===== src/rtl/mobo_bus_arbiter_if.sv =====
// Bundle of the arbiter's requester ports and motherboard bus signals.
//
// Handshake (four-phase, per requester): a master raises cmd (01 read,
// 10 write) and holds it until it sees done=1 in its status word, then drops
// cmd to 00. The arbiter holds done (and read data) until the drop is seen,
// then clears the status. On the bus side the arbiter drives a nonzero
// mobo_ctrl until the bus answers with mobo_stat.done (bit1). It only issues
// while mobo_stat.busy (bit0) is low.
interface mobo_bus_arbiter_if #(
  parameter int WORD_WIDTH = 32,
  parameter int NUM_REQ    = 2
);
  logic [NUM_REQ*WORD_WIDTH-1:0] req_ctrl;
  logic [NUM_REQ*WORD_WIDTH-1:0] req_addr;
  logic [NUM_REQ*WORD_WIDTH-1:0] req_wdata;
  logic [NUM_REQ*WORD_WIDTH-1:0] req_stat;
  logic [WORD_WIDTH-1:0]         req_rdata;
  logic [WORD_WIDTH-1:0]         mobo_ctrl;
  logic [WORD_WIDTH-1:0]         mobo_stat;
  logic [WORD_WIDTH-1:0]         addr_out;
  logic [WORD_WIDTH-1:0]         mobodat_out;
  logic [WORD_WIDTH-1:0]         mobodat_in;

  // Arbiter side: serves the requesters, drives the bus.
  modport slave (
    input  req_ctrl, req_addr, req_wdata, mobo_stat, mobodat_in,
    output req_stat, req_rdata, mobo_ctrl, addr_out, mobodat_out
  );

  // Environment side: requesters and the bus target.
  modport master (
    output req_ctrl, req_addr, req_wdata, mobo_stat, mobodat_in,
    input  req_stat, req_rdata, mobo_ctrl, addr_out, mobodat_out
  );
endinterface


===== src/rtl/mobo_bus_arbiter.sv =====
// Round-robin arbiter sharing one motherboard bus between NUM_REQ masters.
// One transfer at a time: grant, issue when the bus is idle, wait for done
// (or time out), then hold the response until the winner drops its cmd.
module mobo_bus_arbiter #(
  parameter int WORD_WIDTH  = 32,
  parameter int NUM_REQ     = 2,
  parameter int TIMEOUT_CYC = 255
) (
  input  logic                   clk,
  input  logic                   rst,
  mobo_bus_arbiter_if.slave      bus,
  output logic [1:0]             state_o
);

  localparam int GW = (NUM_REQ > 1) ? $clog2(NUM_REQ) : 1;
  localparam int CW = $clog2(TIMEOUT_CYC + 1);

  typedef enum logic [1:0] {
    IDLE  = 2'd0,
    ISSUE = 2'd1,
    WAIT  = 2'd2,
    RESP  = 2'd3
  } state_t;

  state_t                        state_q, state_d;
  logic [GW-1:0]                 gnt_q, gnt_d;
  logic [GW-1:0]                 rr_q, rr_d;
  logic [1:0]                    cmd_q, cmd_d;
  logic [WORD_WIDTH-1:0]         addr_q, addr_d;
  logic [WORD_WIDTH-1:0]         wdata_q, wdata_d;
  logic [CW-1:0]                 cnt_q, cnt_d;
  logic [WORD_WIDTH-1:0]         ctrl_q, ctrl_d;
  logic [WORD_WIDTH-1:0]         aout_q, aout_d;
  logic [WORD_WIDTH-1:0]         dout_q, dout_d;
  logic [NUM_REQ*WORD_WIDTH-1:0] stat_q, stat_d;
  logic [WORD_WIDTH-1:0]         rdata_q, rdata_d;

  logic                          found;
  logic [GW-1:0]                 win;
  int                            idx;

  assign bus.mobo_ctrl   = ctrl_q;
  assign bus.addr_out    = aout_q;
  assign bus.mobodat_out = dout_q;
  assign bus.req_stat    = stat_q;
  assign bus.req_rdata   = rdata_q;
  assign state_o         = state_q;

  // Round-robin scan starting just after the last winner; a cmd is a valid
  // request only when exactly one of its two bits is set (01 or 10).
  always_comb begin
    found = 1'b0;
    win   = '0;
    idx   = 0;
    for (int i = 1; i <= NUM_REQ; i++) begin
      idx = int'(rr_q) + i;
      if (idx >= NUM_REQ) idx = idx - NUM_REQ;
      if (!found && (bus.req_ctrl[idx*WORD_WIDTH] ^ bus.req_ctrl[idx*WORD_WIDTH+1])) begin
        found = 1'b1;
        win   = GW'(idx);
      end
    end
  end

  // Next-state and registered-output logic for the transfer sequencer.
  always_comb begin
    state_d = state_q;
    gnt_d   = gnt_q;
    rr_d    = rr_q;
    cmd_d   = cmd_q;
    addr_d  = addr_q;
    wdata_d = wdata_q;
    cnt_d   = cnt_q;
    ctrl_d  = ctrl_q;
    aout_d  = aout_q;
    dout_d  = dout_q;
    stat_d  = stat_q;
    rdata_d = rdata_q;
    case (state_q)
      IDLE: begin
        if (found) begin
          gnt_d   = win;
          rr_d    = win;
          cmd_d   = bus.req_ctrl[int'(win)*WORD_WIDTH +: 2];
          addr_d  = bus.req_addr[int'(win)*WORD_WIDTH +: WORD_WIDTH];
          wdata_d = bus.req_wdata[int'(win)*WORD_WIDTH +: WORD_WIDTH];
          stat_d  = '0;
          stat_d[int'(win)*WORD_WIDTH] = 1'b1;
          state_d = ISSUE;
        end
      end
      ISSUE: begin
        if (!bus.mobo_stat[0]) begin
          ctrl_d      = '0;
          ctrl_d[1:0] = cmd_q;
          aout_d      = addr_q;
          dout_d      = (cmd_q == 2'b10) ? wdata_q : '0;
          cnt_d       = '0;
          state_d     = WAIT;
        end
      end
      WAIT: begin
        if (bus.mobo_stat[1]) begin
          ctrl_d  = '0;
          aout_d  = '0;
          dout_d  = '0;
          rdata_d = (cmd_q == 2'b01) ? bus.mobodat_in : '0;
          stat_d  = '0;
          stat_d[int'(gnt_q)*WORD_WIDTH+1] = 1'b1;
          state_d = RESP;
        end else if (cnt_q == CW'(TIMEOUT_CYC - 1)) begin
          // Bus never answered: abort with done+error and no data.
          ctrl_d  = '0;
          aout_d  = '0;
          dout_d  = '0;
          rdata_d = '0;
          stat_d  = '0;
          stat_d[int'(gnt_q)*WORD_WIDTH+1] = 1'b1;
          stat_d[int'(gnt_q)*WORD_WIDTH+2] = 1'b1;
          state_d = RESP;
        end else begin
          cnt_d = cnt_q + CW'(1);
        end
      end
      RESP: begin
        // Winner has released its request (00, or 11 which counts as none).
        if (!(bus.req_ctrl[int'(gnt_q)*WORD_WIDTH] ^ bus.req_ctrl[int'(gnt_q)*WORD_WIDTH+1])) begin
          stat_d  = '0;
          rdata_d = '0;
          state_d = IDLE;
        end
      end
      default: state_d = IDLE;
    endcase
  end

  // State and output registers; reset abandons any transfer in flight.
  always_ff @(posedge clk or negedge rst) begin
    if (!rst) begin
      state_q <= IDLE;
      gnt_q   <= '0;
      rr_q    <= GW'(NUM_REQ - 1);
      cmd_q   <= '0;
      addr_q  <= '0;
      wdata_q <= '0;
      cnt_q   <= '0;
      ctrl_q  <= '0;
      aout_q  <= '0;
      dout_q  <= '0;
      stat_q  <= '0;
      rdata_q <= '0;
    end else begin
      state_q <= state_d;
      gnt_q   <= gnt_d;
      rr_q    <= rr_d;
      cmd_q   <= cmd_d;
      addr_q  <= addr_d;
      wdata_q <= wdata_d;
      cnt_q   <= cnt_d;
      ctrl_q  <= ctrl_d;
      aout_q  <= aout_d;
      dout_q  <= dout_d;
      stat_q  <= stat_d;
      rdata_q <= rdata_d;
    end
  end

endmodule


===== src/flat_wrapper.sv =====
// flat-port wrapper written by rule: the top's interface ports become plain ports
module mobo_bus_arbiter_flat 
#(
  parameter int WORD_WIDTH  = 32,
  parameter int NUM_REQ     = 2,
  parameter int TIMEOUT_CYC = 255
)
  (clk, rst, state_o, bus_req_ctrl, bus_req_addr, bus_req_wdata, bus_mobo_stat, bus_mobodat_in, bus_req_stat, bus_req_rdata, bus_mobo_ctrl, bus_addr_out, bus_mobodat_out);
  mobo_bus_arbiter_if #(.WORD_WIDTH(WORD_WIDTH), .NUM_REQ(NUM_REQ)) bus_i ();
  input  logic clk;
  input  logic rst;
  output logic [1:0] state_o;
  input wire logic [$bits(bus_i.req_ctrl)-1:0] bus_req_ctrl;
  input wire logic [$bits(bus_i.req_addr)-1:0] bus_req_addr;
  input wire logic [$bits(bus_i.req_wdata)-1:0] bus_req_wdata;
  input wire logic [$bits(bus_i.mobo_stat)-1:0] bus_mobo_stat;
  input wire logic [$bits(bus_i.mobodat_in)-1:0] bus_mobodat_in;
  output wire logic [$bits(bus_i.req_stat)-1:0] bus_req_stat;
  output wire logic [$bits(bus_i.req_rdata)-1:0] bus_req_rdata;
  output wire logic [$bits(bus_i.mobo_ctrl)-1:0] bus_mobo_ctrl;
  output wire logic [$bits(bus_i.addr_out)-1:0] bus_addr_out;
  output wire logic [$bits(bus_i.mobodat_out)-1:0] bus_mobodat_out;
  assign bus_i.req_ctrl = bus_req_ctrl;
  assign bus_i.req_addr = bus_req_addr;
  assign bus_i.req_wdata = bus_req_wdata;
  assign bus_i.mobo_stat = bus_mobo_stat;
  assign bus_i.mobodat_in = bus_mobodat_in;
  assign bus_req_stat = bus_i.req_stat;
  assign bus_req_rdata = bus_i.req_rdata;
  assign bus_mobo_ctrl = bus_i.mobo_ctrl;
  assign bus_addr_out = bus_i.addr_out;
  assign bus_mobodat_out = bus_i.mobodat_out;
  mobo_bus_arbiter #(.WORD_WIDTH(WORD_WIDTH), .NUM_REQ(NUM_REQ), .TIMEOUT_CYC(TIMEOUT_CYC)) u_core (.clk(clk), .rst(rst), .bus(bus_i), .state_o(state_o));
endmodule

===== config.mk =====
export PLATFORM = sky130hd
export DESIGN_NAME = mobo_bus_arbiter_flat
export DESIGN_NICKNAME = d
export VERILOG_FILES = /design/src/rtl/mobo_bus_arbiter_if.sv /design/src/rtl/mobo_bus_arbiter.sv /design/src/flat_wrapper.sv
export SDC_FILE = /design/constraint.sdc
export NUM_CORES = 1
export LEC_CHECK = 0
export BUFFER_PORTS_ARGS = -buffer_cell sky130_fd_sc_hd__buf_2
export CORE_AREA = 2 2 173 175
export CTS_BUF_LIST = sky130_fd_sc_hd__clkbuf_4 sky130_fd_sc_hd__clkbuf_8
export CTS_CLUSTER_SIZE = 28
export DETAILED_ROUTE_END_ITERATION = 6
export DIE_AREA = 0 0 175 177
export GPL_TIMING_DRIVEN = 1
export PLACE_DENSITY_LB_ADDON = 0.05
export RECOVER_POWER = 50
export SLEW_MARGIN = 20
export SYNTH_ARGS = -nofsm -noshare
export SYNTH_HDL_FRONTEND = slang
export SYNTH_SLANG_ARGS = --single-unit

===== constraint.sdc =====
create_clock -name clk -period 1.9 [get_ports clk]
set_input_delay 0.38 -clock clk [delete_from_list [all_inputs] [get_ports clk]]
set_output_delay 0.38 -clock clk [all_outputs]
set_load 0.01 [all_outputs]

==> results_tabular.tex <==
\begin{tabular}{lr}
\hline
Metric & Value \\
\hline
\multicolumn{2}{l}{\textbf{Outcome}} \\
Result of the run & finished clean \\
\multicolumn{2}{l}{\textbf{Cells and area}} \\
Number of fillers in the final layout & 3,029 \\
Antenna diode count & 0 \\
Share of layout cells above drive strength 1 & 0.323 \\
Area occupied by registers & 0.00456 sq mm \\
Multi-input gate area in the final layout & 0.00338 sq mm \\
Area added between synthesis and finish & 29.0\% \\
Number of standard cells in the layout, taps in and fillers out & 1,483 \\
Post-route standard cell area excluding fillers & 0.0110 sq mm \\
Final core utilization & 0.375 \\
Number of nets in the finished design & 1,345 \\
\multicolumn{2}{l}{\textbf{Logic synthesis}} \\
YS warnings & 0 \\
Top FF cell, synth & sky130\_fd\_sc\_hd\_\_dfrtp\_1 \\
Unique cell type count in the Yosys netlist & 42 \\
Cell count after synthesis & 771 \\
Portion of the post-synthesis area used by sequential elements & 0.536 \\
Synthesized area & 0.00850 sq mm \\
Synthesized area per cell & 11.0 sq um \\
Post-synth EDFFs & 0 \\
Largest cells by area after synthesis & sky130\_fd\_sc\_hd\_\_dfrtp\_1, sky130\_fd\_sc\_hd\_\_mux2i\_1, sky130\_fd\_sc\_hd\_\_buf\_4, sky130\_fd\_sc\_hd\_\_a22o\_1, sky130\_fd\_sc\_hd\_\_nand2\_1 \\
Flip-flop and latch count after synthesis & 182 \\
Dominant cell type by area after synthesis & sky130\_fd\_sc\_hd\_\_dfrtp\_1 \\
Async set or reset register ratio after synthesis & 1.00 \\
Portion of synthesized cell area occupied by the leading cell type & 0.533 \\
\multicolumn{2}{l}{\textbf{STA}} \\
Unrepaired setup endpoints after global routing & false \\
Actual transition at the worst max-transition pin & 1.24 ns \\
Worst setup slack after layout & 0.0842 ns \\
Relative slew slack & 0.173 \\
Fin crit period & 1.82 ns \\
Fmax & 551 MHz \\
Tcrit/Tclk final & 0.956 \\
Worst clock skew & 0.0285 ns \\
Total setup violations reported at the end of the flow & 0 \\
Final hold violation count & 0 \\
Slew Viols, Final & 0 \\
\multicolumn{2}{l}{\textbf{Floorplanning}} \\
Placement row count & 63 \\
Die Span X & 175 microns \\
Height of the die & 177 microns \\
Initial core utilization & 0.291 \\
I/O pin total & 452 \\
Die footprint & 0.0310 sq mm \\
Floorplan core area & 0.0292 sq mm \\
\multicolumn{2}{l}{\textbf{Clock tree}} \\
Maximum clock insertion buffer count & 2 \\
Number of sinks driven by the clock tree & 182 \\
Inserted Clock Buffers & 17 \\
Buffer type at the clock tree root & sky130\_fd\_sc\_hd\_\_clkbuf\_8 \\
Clock insertion delay at the later pin of the skew report & 0.46 ns \\
Worst-path clk slew & 0.12 ns \\
H-tree depth & 4 \\
Clock tree from TritonCTS & done \\
\multicolumn{2}{l}{\textbf{Setup path}} \\
Cell-by-cell listing of the critical path & inv\_4 > ha\_4 > inv\_1 > or3\_4 > nand4b\_1 > buf\_6 > mux2\_2 \\
Buffer and inverter count on the worst path & 3 \\
Setup crit start & u\_core.state\_o[1]\$\_DFFE\_PN0P\_ \\
Slowest CP cell & sky130\_fd\_sc\_hd\_\_dfrtp\_2 \\
Max FO, Critical Path & 6 \\
Critical register-to-register path startpoint & u\_core.state\_o[1]\$\_DFFE\_PN0P\_ \\
Largest delay share family, worst path & simple AND/OR/NAND/NOR gates \\
Max stage delay on crit path & 0.49 ns \\
Worst Setup Start Kind & register \\
Worst Path Class, Setup & reg -> reg \\
R2R setup slack & 0.08 ns \\
Worst reg2reg path depth & 7 \\
Worst endpoint required time & 2.26 ns \\
Reg-to-reg endpoint & u\_core.bus.req\_stat[34]\$\_DFFE\_PN0P\_ \\
Arrival time at the worst endpoint & 2.17 ns \\
Category of the worst setup path capture point & register \\
\multicolumn{2}{l}{\textbf{Global routing}} \\
Leftover overflow at the end of global routing & 0 \\
Vias in the first global route & 6,063 \\
Global-route wire length before repair & 35.1 mm \\
Global routing usage summed across all routing layers & 0.146 \\
Maximum number of pins on one net before global-route repair & 47 \\
Number of antenna violations at the first check in global routing & 0 \\
\multicolumn{2}{l}{\textbf{Hold path}} \\
Hold EP & u\_core.bus.req\_rdata[7]\$\_DFFE\_PN0P\_ \\
Min-Delay Path Class & in -> reg \\
Cells on Worst Hold Path & 3 \\
Hold Startpoint & bus\_mobodat\_in[7] \\
\multicolumn{2}{l}{\textbf{Routing}} \\
Initial DRC count & 258 \\
WL/cell & 15.3 microns \\
Final wirelength & 22.7 mm \\
Via/cell ratio & 4.21 \\
Post-detailed-route count of antenna-violating nets & 0 \\
Detailed-router iteration count before antenna repair & 5 \\
Residual DRC & 0 \\
Routed via count & 6,243 \\
\multicolumn{2}{l}{\textbf{Placed design}} \\
Gpl congestion & 0.732 \\
Post-placement cell count & 1,443 \\
Total cell area at the placement stage & 0.0105 sq mm \\
Port buffer count & 273 \\
DP Wirelength & 16.6 mm \\
Worst setup timing slack at the placement stage & -0.128 ns \\
\multicolumn{2}{l}{\textbf{Run}} \\
Count of max-cap constraint violations & 0 \\
\multicolumn{2}{l}{\textbf{Power}} \\
Peak ir drop on the vdd network & 0.657 mV \\
Power density over cell area & 1420 mW/mm\^{}2 \\
Leak Pwr & 5.61 nW \\
Final Total Pwr & 0.0156 W \\
\hline
\end{tabular}
==> layout make-up <==
| cell class | count | share of cell area |
|---|---|---|
| Tap cell | 390 | 0.0445 |
| Clock buffer | 19 | 0.0227 |
| Clock inverter | 13 | 0.0129 |
| Inverter | 40 | 0.0139 |
| Timing Repair Buffer | 336 | 0.182 |
| Sequential cell | 182 | 0.416 |
| Multi-Input combinational cell | 503 | 0.308 |
==> metrics by stage <==
step	TNS [ns]	hold WS [ns]
floorplan	0	0.0844
global placement	-2.03	0.381
detailed placement	-1.88	0.374
CTS	0	0.110
global route	0	0.118
finish	0	0.148
==> routing by layer <==
metal,track usage,wire length [microns],vias up
li1,-,-,3097
met1,0.201,10700,2902
met2,0.235,10500,238
met3,0.0322,1360,6
met4,0.0333,131,0
met5,0,0,-
==> state kept, by name, indices dropped and copies added (netlist names), 6 cells and up <==
name	cells
u_core.wdata_q	32
u_core.bus.req_rdata	32
u_core.addr_q	32
u_core.bus.mobodat_out	32
u_core.cnt_q	8
u_core.bus.addr_out	32
u_core.bus.req_stat	6
==> worst register-to-register path: stages (launching register included) <==
cell	delay, ns
sky130_fd_sc_hd__dfrtp_2	0.49
sky130_fd_sc_hd__inv_4	0.11
sky130_fd_sc_hd__ha_4	0.13
sky130_fd_sc_hd__inv_1	0.04
sky130_fd_sc_hd__or3_4	0.38
sky130_fd_sc_hd__nand4b_1	0.12
sky130_fd_sc_hd__buf_6	0.14
sky130_fd_sc_hd__mux2_2	0.33
==> cell families after synthesis <==
family | count (synthesis) | synth area share
other | 1 | 0.000441
AO/OA/AOI/OAI | 155 | 0.124
flip-flops | 182 | 0.536
multiplexers | 108 | 0.128
AND/OR/NAND/NOR | 142 | 0.0754
adder cells (fa/ha/maj) | 7 | 0.0103
XOR/XNOR | 3 | 0.00309
buffers and inverters | 173 | 0.122
==> how the worst max path moves through the flow <==
stage | endpoint | slack, ns | depth (start not counted)
6_report | u_core.bus.req_stat[34]$_DFFE_PN0P_ | 0.08 | 7
3_3_place_gp | u_core.bus.req_stat[32]$_DFFE_PN0P_ | -0.13 | 7
5_1_grt | u_core.bus.req_stat[32]$_DFFE_PN0P_ | 0.001 | 8
4_1_cts | u_core.bus.req_stat[34]$_DFFE_PN0P_ | 0.0003 | 8
3_5_place_dp | u_core.bus.req_stat[34]$_DFFE_PN0P_ | -0.13 | 7
2_1_floorplan | u_core.cnt_q[7]$_DFFE_PN0P_ | 0.02 | 7
==> Yosys cell counts, types with 2 or more instances <==
master	count
sky130_fd_sc_hd__o21a_1	3
sky130_fd_sc_hd__nor2b_1	2
sky130_fd_sc_hd__or4_1	2
sky130_fd_sc_hd__a21o_1	2
sky130_fd_sc_hd__buf_4	93
sky130_fd_sc_hd__nand2_1	108
sky130_fd_sc_hd__clkbuf_1	15
sky130_fd_sc_hd__o21ai_0	71
sky130_fd_sc_hd__or3b_2	2
sky130_fd_sc_hd__and2_1	2
sky130_fd_sc_hd__inv_1	40
sky130_fd_sc_hd__nand4_1	3
sky130_fd_sc_hd__ha_1	7
sky130_fd_sc_hd__and3_1	2
sky130_fd_sc_hd__a21oi_1	6
sky130_fd_sc_hd__dfrtp_1	181
sky130_fd_sc_hd__nor3_1	2
sky130_fd_sc_hd__nand3_1	3
sky130_fd_sc_hd__mux2_2	7
sky130_fd_sc_hd__nor2_1	4
sky130_fd_sc_hd__a22o_1	67
sky130_fd_sc_hd__o31ai_1	2
sky130_fd_sc_hd__mux2i_1	101
sky130_fd_sc_hd__and4_1	2
sky130_fd_sc_hd__buf_2	24
sky130_fd_sc_hd__nand2b_1	3
sky130_fd_sc_hd__xor2_1	2
==> what timing repair did <==
action / 4_1_cts / 5_1_grt
gates resized for setup: 6 / 21
hold buffers: 1 / 0
endpoints found under the setup margin: 53 / 92
endpoints found under the hold margin: 37 / 0
pin swaps: 2 / 5
cloned: 2 / 0
setup buffers: 3 / 2
==> where the power goes <==
group	total (W)	switching [W]	internal [W]
Combinational	0.00674	0.00370	0.00304
Clock	0.00262	0.00161	0.00101
Sequential	0.00624	0.000871	0.00537
==> cell usage in the layout (no fill, tap or decap), types with 3 or more instances in the layout <==
| cell | n |
|---|---|
| sky130_fd_sc_hd__a21oi_1 | 5 |
| sky130_fd_sc_hd__a22o_1 | 67 |
| sky130_fd_sc_hd__buf_12 | 13 |
| sky130_fd_sc_hd__buf_2 | 225 |
| sky130_fd_sc_hd__buf_4 | 40 |
| sky130_fd_sc_hd__buf_6 | 4 |
| sky130_fd_sc_hd__clkbuf_1 | 48 |
| sky130_fd_sc_hd__clkbuf_2 | 3 |
| sky130_fd_sc_hd__clkbuf_8 | 17 |
| sky130_fd_sc_hd__clkinv_4 | 3 |
| sky130_fd_sc_hd__clkinv_8 | 3 |
| sky130_fd_sc_hd__conb_1 | 88 |
| sky130_fd_sc_hd__dfrtp_1 | 180 |
| sky130_fd_sc_hd__ha_4 | 4 |
| sky130_fd_sc_hd__inv_1 | 38 |
| sky130_fd_sc_hd__inv_8 | 3 |
| sky130_fd_sc_hd__mux2_2 | 7 |
| sky130_fd_sc_hd__mux2i_1 | 101 |
| sky130_fd_sc_hd__nand2_1 | 106 |
| sky130_fd_sc_hd__nand2b_1 | 3 |
| sky130_fd_sc_hd__nand4_1 | 3 |
| sky130_fd_sc_hd__nor2_1 | 3 |
| sky130_fd_sc_hd__o21a_1 | 3 |
| sky130_fd_sc_hd__o21ai_0 | 71 |
Power figures use the tool's default switching activity.
